## src/rtl/round_robin_arbiter.sv

```systemverilog
// Registered arbiter: one of `width` requesters owns the resource until release or hold-time preemption.
// Latency 1 cycle request->grant; grant is a pure register output, no backpressure beyond request lines.
module round_robin_arbiter #(
  parameter int width      = 4,
  parameter int roundRobin = 1,
  parameter int maxHold    = 0,
  parameter int holdWidth  = 8,
  parameter int indexWidth = 2
) (
  input  logic                  clk,
  input  logic                  reset,
  input  logic [width-1:0]      request,
  output logic [width-1:0]      grant,
  output logic                  grantValid,
  output logic [indexWidth-1:0] grantIndex
);

  typedef enum logic {IDLE, OWNED} state_t;

  localparam logic [holdWidth-1:0] HOLD_MAX = holdWidth'(maxHold);

  state_t                  state, state_nxt;
  logic [indexWidth-1:0]   owner, owner_nxt;
  logic [indexWidth-1:0]   ptr, ptr_nxt;
  logic [holdWidth-1:0]    hold, hold_nxt;
  logic [width-1:0]        grant_nxt;
  logic [width-1:0]        owner_mask, others, cand;
  logic                    preempt, arbitrate, found;
  logic [indexWidth-1:0]   winner, jsel;
  int                      j;

  assign owner_mask = width'(1) << owner;
  assign others     = request & ~owner_mask;
  // Preemption only when someone else is actually waiting; otherwise the owner keeps the grant.
  assign preempt    = (maxHold != 0) && (state == OWNED) && (hold == HOLD_MAX) && (|others);
  assign arbitrate  = (state == IDLE) || ((request & owner_mask) == '0) || preempt;
  assign cand       = preempt ? others : request;
  assign grantIndex = owner;

  // First set candidate searching upward from ptr (or 0 in fixed mode) with wrap.
  always_comb begin
    found  = 1'b0;
    winner = '0;
    j      = 0;
    jsel   = '0;
    for (int k = 0; k < width; k++) begin
      j = ((roundRobin != 0) ? int'(ptr) : 0) + k;
      if (j >= width) j = j - width;
      jsel = indexWidth'(j);
      if (!found && cand[jsel]) begin
        found  = 1'b1;
        winner = jsel;
      end
    end
  end

  always_comb begin
    state_nxt = state;
    owner_nxt = owner;
    ptr_nxt   = ptr;
    hold_nxt  = hold;
    grant_nxt = grant;
    if (arbitrate) begin
      if (found) begin
        state_nxt = OWNED;
        owner_nxt = winner;
        grant_nxt = width'(1) << winner;
        hold_nxt  = '0;
        if (roundRobin != 0)
          ptr_nxt = (winner == indexWidth'(width - 1)) ? '0 : winner + 1'b1;
      end else begin
        state_nxt = IDLE;
        owner_nxt = '0;
        grant_nxt = '0;
        hold_nxt  = '0;
      end
    end else if ((maxHold != 0) && (hold != HOLD_MAX)) begin
      hold_nxt = hold + 1'b1;
    end
  end

  always_ff @(posedge clk) begin
    if (reset) begin
      state      <= IDLE;
      owner      <= '0;
      ptr        <= '0;
      hold       <= '0;
      grant      <= '0;
      grantValid <= 1'b0;
    end else begin
      state      <= state_nxt;
      owner      <= owner_nxt;
      ptr        <= ptr_nxt;
      hold       <= hold_nxt;
      grant      <= grant_nxt;
      grantValid <= |grant_nxt;
    end
  end

endmodule

```

## config.mk

```make
export PLATFORM = sky130hd
export DESIGN_NAME = round_robin_arbiter
export DESIGN_NICKNAME = d
export VERILOG_FILES = /design/src/rtl/round_robin_arbiter.sv
export SDC_FILE = /design/constraint.sdc
export NUM_CORES = 1
export LEC_CHECK = 0
export CAP_MARGIN = 10
export CORE_MARGIN = 2
export CORE_UTILIZATION = 45
export DETAILED_ROUTE_END_ITERATION = 10
export HOLD_SLACK_MARGIN = 0.08
export PLACE_DENSITY = 0.72
export SYNTH_ARGS = -nofsm -noshare
export SYNTH_HDL_FRONTEND = slang
export SYNTH_SLANG_ARGS = --single-unit
```

## constraint.sdc

```tcl
create_clock -name clk -period 4.4 [get_ports clk]
set_input_delay 0.88 -clock clk [delete_from_list [all_inputs] [get_ports clk]]
set_output_delay 0.88 -clock clk [all_outputs]
set_load 0.1 [all_outputs]
```

==> metrics.csv <==
metric;value;unit
start_util;46.4;%
total_power;0.000390;W
multi_input_area;358;sq um
die_h;40.2;um
syn_area;589;sq um
grt_pass1_vias;403;
routed_wl;1.13;mm
fin_util;59.0;%
antenna_found_initial;0;
path_cells;clkdlybuf4s50_1 > nand2b_1 > a21oi_1 > a211oi_1 > inv_1 > ha_1 > nor4_1 > or3_2 > a21oi_1;
startpoint;request[1];
synth_cells;66;
status;finished clean;
ioPinCount;13;
ctsHoldBuffers;0;
cts_tree;done;
min_path_type;reg2reg;
root_buffer;clkbuf_4;
place.gp.congestion;0.712;
cpMaxStageDelayCell;clkdlybuf4s50_1;
ys_types;27;
syn_to_final_growth;27.0;%
row_count;13;
p_per_area;521;mW/mm^2
yosys_register_bits;10;
drive_above_1_share;16.3;%
maxCapViolCount;0;
endpoint_kind;register;
ir_drop;236;uV
io_buffers;12;
syn_nets;76;
die_area;0.00162;sq mm
seq_area_frac_synth;34.0;%
drtIter0Drc;6;
relSlewSlack;34.9;%
hold_violations;0;
insertion_delay;0.27;ns
rsz0062_at_grt;no;
syn-mean-instance-area;8.93;sq um
cts_resized;0;
path_class;in2reg;
layout.nets;91;
core-area;0.00127;sq mm
finalCritPeriodShare;63.2;%
maxSlewViolCount;0;
slowest_delay;0.57;ns
num_vias;498;
worst_pin_slew;0.974;ns
clock_sinks;10;
cp_max_fo;5;
r2r-start;ptr[0];
critPathArrivalTime;2.92;ns
via_per_inst;5.24;
holdWs;0.469;ns
period_minus_slack;2.78;ns
cpMostUsedCell;a21oi_1;
htreeDepth;1;
grt_pass1_wl;1.64;mm
r2r_end;grantValid;
cts_buffer_depth;2;
final-setup-viol-count;0;
remaining_drc_errors;0;
die_x;40.2;um
p_leak;0.293;nW
drt-pass1-iter-count;4;
numCtsBuffers;3;
ff2ff_path_depth;8;
path_clk_slew;0.07;ns
nFillCells;128;
grt_max_degree;16;
fin_worst_skew;0.00449;ns
tns;0;ns
cts_setup_buffers;0;
grt_remaining_overflow;0;
post_drt_wl_per_cell;11.9;um
cp-endpoint;grantValid;
worstPathRequired;4.54;ns
clock.fmax;360;MHz
yosys_warnings;0;
diodes;0;
reg2reg_slack;2.47;ns
seq_area;200;sq um
drtAntennaViolNets;0;
grt_usage;15.7;%
startpoint_type;input pin;
-- cells in the final DEF (no fill, tap or decap), drive strengths merged, types with 4 or more instances in the layout --
cell type,n
clkdlybuf4s50,12
nand2,6
ha,4
a21oi,9
or3b,4
dfxtp,10
inv,4
clkbuf,4
-- routing by layer --
metal	vias up	global-route usage [%]	share of wire, %
met4	0	7.50	0.71
met1	220	21.5	55
met5	-	0	0
li1	267	-	-
met3	2	5.00	4.3
met2	9	22.2	40
-- layout make-up --
type	count	share of cell area [%]
Inverter	4	2.01
Timing Repair Buffer	12	16.1
Multi-Input combinational cell	50	47.8
Tap cell	15	2.51
Sequential cell	10	26.8
Clock buffer	4	4.85
-- Yosys cell counts --
master	count	share of area, %
o22a_1	1	1.5
o221ai_1	1	1.5
o22ai_2	1	2.1
a211oi_1	1	1.3
a21o_1	1	1.3
buf_6	1	1.9
a21oi_1	9	7.6
nor4_1	1	1.1
o21bai_1	1	1.3
nand2b_1	3	3.2
o41ai_1	2	3.0
nor4_2	1	2.1
and3b_1	1	1.5
dfxtp_1	10	34
nand2_1	6	3.8
or3_2	1	1.3
nor2_1	2	1.3
buf_2	1	0.85
or2_2	3	3.2
or3b_1	1	1.5
inv_1	4	2.5
nor2b_1	3	3.2
ha_1	4	8.5
o21ai_0	1	0.85
a2111o_1	1	1.9
mux2i_1	2	3.4
or3b_2	3	4.5
-- flip-flops by register name, summed over array words and instances (netlist names) --
register,count
grantIndex,2
ptr,2
state,1
grant,4
grantValid,1
-- stage by stage --
step	worst slack, ns	instances	instance area (sq um)
2_1_floorplan	2.06	66	589
3_3_place_gp	1.44	91	712
3_5_place_dp	1.39	91	712
4_1_cts	1.65	95	748
5_1_grt	1.44	95	748
6_report	1.62	95	748
-- cell families (layout without fill, tap and decap cells) --
| logic type | after synthesis | after routing | share of synthesized area [%] |
|---|---|---|---|
| and+or+nand+nor | 25 | 25 | 26.5 |
| AOI/OAI and AO/OA | 19 | 19 | 22.3 |
| DFF | 10 | 10 | 34.0 |
| buffers and inverters | 6 | 20 | 5.31 |
| adders and majority gates | 4 | 4 | 8.49 |
| muxes | 2 | 2 | 3.40 |
-- how the worst min path moves through the flow --
stage               slack, ns            end  startpoint  depth (start not counted)
finish                   0.47       grant[2]    grant[2]                          2
global route             0.49       grant[0]    grant[0]                          2
CTS                      0.47       grant[2]    grant[2]                          2
detailed placement       0.46       grant[2]    grant[2]                          2
global placement         0.46       grant[2]    grant[2]                          2
floorplan                0.56  grantIndex[1]       state                          3
-- power breakdown --
| part | switching, W | internal, W | leakage [nW] |
|---|---|---|---|
| sequential | 0.0000132 | 0.000107 | 0.0827 |
| combinational | 0.000123 | 0.0000628 | 0.190 |
| clock | 0.0000342 | 0.0000502 | 0.0210 |
| total | 0.000170 | 0.000220 | 0.293 |
-- critical path: cells and delay by family --
kind	cells	cell delay [ns]
buffers and inverters	2	0.71
adders and majority gates	1	0.24
and+or+nand+nor	3	0.57
AOI/OAI and AO/OA	3	0.52
No activity file was read; power rests on OpenSTA's default activity.
==> RTL change (same flow settings) <==
Reset style: asynchronous (`reset`), changed in one clocked block.
--- a/src/rtl/round_robin_arbiter.sv
+++ b/src/rtl/round_robin_arbiter.sv
@@ -81,3 +81,3 @@
 
-  always_ff @(posedge clk) begin
+  always_ff @(posedge clk or posedge reset) begin
     if (reset) begin
Function: differs if reset is asserted again (counterexample within 4 cycles, from zero or initial values and one cycle with reset high); with reset held inactive, the same outputs for 10 cycles.
==> RTL change against the unedited design <==
  * Routed wire length decreased by 3.4%
  * Via count down 10%
  * Global-route usage grew 2.9 points
  * Clock skew is 0.0029 ns lower
  * Sequential cell count unchanged
  * Final area is 1.5% lower
  * Worst setup slack worse by 0.043 ns
  * Synthesized area is 1.9% lower
Power is not shown: default switching activity piles up to over one toggle a cycle in this logic, so the estimate is an artifact.
==> RTL change: results (changes against the unedited design) <==
| Metric | Value |
|---|---|
| Initial DRC count | 10 (+4) |
| Vias in the first global route | 431 (+6.9%) |
| Clk Latency, worst-skew pair | roughly 0.26 ns |
| Synth top area cells | dfrtp_1, ha_1, nand2_1, mux2i_1, o21ai_0 |
| Top FF cell, synth | dfrtp_1 |
| Vias/cell | 5.21 (-0.63%) |
| Syn. warnings | 0 (unchanged) |
| Complex-gate fraction of the synthesized area | 19.3% (-3.0 points) |
| Post-synthesis sequential area ratio | 43.3% (+9.3 points) |
| Crit-path max FO | 6 (+1) |
| FILL cells | 108 (-16%) |
| Setup Fix Bufs, Post-CTS | 0 (unchanged) |
| CTS Buf Count | 3 (unchanged) |
| Max reg flops | 4 (unchanged) |
| Most flop-heavy register | grant |
| Drt total wl | 1.09 mm (-3.4%) |
| Gpl congestion | 0.719 (+0.98%) |
| Fin nets | 83 (-8.8%) |
| Worst rel slew slack | 34.9% (about the same) |
| Synth cell count leaders | dfrtp_1, nand2_1, o21ai_0, inv_1, ha_1 |
| CTS resizes | 0 (unchanged) |
| Setup Skew | 0.00162 ns (-0.00287 ns) |
| Share of layout cells above drive strength 1 | 12.5% (-3.8 points) |
| Worst-path clk slew | approximately 0.060 ns |
| WP data arrival | 2.94 ns (+0.02 ns) |
| Gr usage total | 18.6% (+2.9 points) |
| Longest Clk Path Bufs | 2 (unchanged) |
| Post-synthesis mux area share | 9.74% (+6.3 points) |
| Port Buffers | 12 (unchanged) |
| H-tree depth | 1 (unchanged) |
| Worst min path class | flop to flop |
| Post-DP Area | 701 um^2 (-1.6%) |
| Adder-Cell Fraction of Synth Area | 8.66% (+0.17 points) |
| Largest net degree at the start of global routing | 13 (-3) |
| Final Cell Area | 737 um^2 (-1.5%) |
| First-pass GRT wire length | 1.88 mm (+15%) |
| Root buffer cell | clkbuf_4 |
| Syn nets | 68 (-11%) |
| Netlist cell types | 21 (-22%) |
| Asr flop ratio synth | 100% (+100 points) |
| Run status | completed |
| Detailed placement HPWL | between 800 and 900 um |
[RTL change: cell count changes after synthesis, moves of 2 or more]
cell / unedited run / this run
dfxtp_1: 10 / 0
or3b_2: 3 / 0
o22ai_1: 0 / 2
or2_2: 3 / 0
nand2b_1: 3 / 1
a21oi_1: 9 / 3
nand2_1: 6 / 10
o21ai_0: 1 / 6
nor2b_1: 3 / 0
dfrtp_1: 0 / 10
[RTL change: critical path, cell delays in order]
cell	delay (ns)
clkdlybuf4s50_1	0.57
a21oi_1	0.10
a211oi_1	0.54
inv_1	0.15
ha_1	0.25
o41ai_1	0.34
o21ai_0	0.12
[RTL change: area by class of cell]
cell class              count  share of cell area [%]
clock buffers               4                    4.92
multi-input cells          41                    39.9
well taps                  14                    2.38
repair buffers             12                    16.3
inverters                   5                    2.55
flip-flops and latches     10                    34.0
[RTL change: final timing paths]
kind / from / endpoint / slack, ns / cells after the start
setup / recovery: request[1] / grantValid / 1.58 / 7
hold reg to reg: grant[1] / grant[1] / 0.52 / 2
hold / removal: grant[1] / grant[1] / 0.52 / 2
setup reg to reg: ptr[1] / grantValid / 2.20 / 7
min in group asynchronous: reset / grantValid / 0.90 / 2
max in group asynchronous: reset / grant[1] / 3.24 / 2
[RTL change: kinds of logic (layout without fill, tap and decap cells)]
logic type | Yosys count | after routing
AO/OA/AOI/OAI | 17 | 17
AND/OR/NAND/NOR | 15 | 15
flip-flops | 10 | 10
buffers and inverters | 7 | 21
multiplexers | 5 | 5
adder cells (fa/ha/maj) | 4 | 4
[RTL change: per-stage QoR]
step	hold slack [ns]	std cells	setup slack (ns)
CTS	0.525	86	1.60
detailed placement	0.510	82	1.34
global placement	0.494	82	1.42
floorplan	0.527	58	2.10
finish	0.519	86	1.58
global route	0.583	86	1.38
[RTL change: routing by layer]
metal | global-route usage [%] | wire length, um | part of all wire (%)
met4 | 5.17 | 0 | 0
met2 | 29.5 | 525 | 48
met5 | 0 | 0 | 0
met3 | 8.52 | 57 | 5.2
met1 | 22.3 | 507 | 47
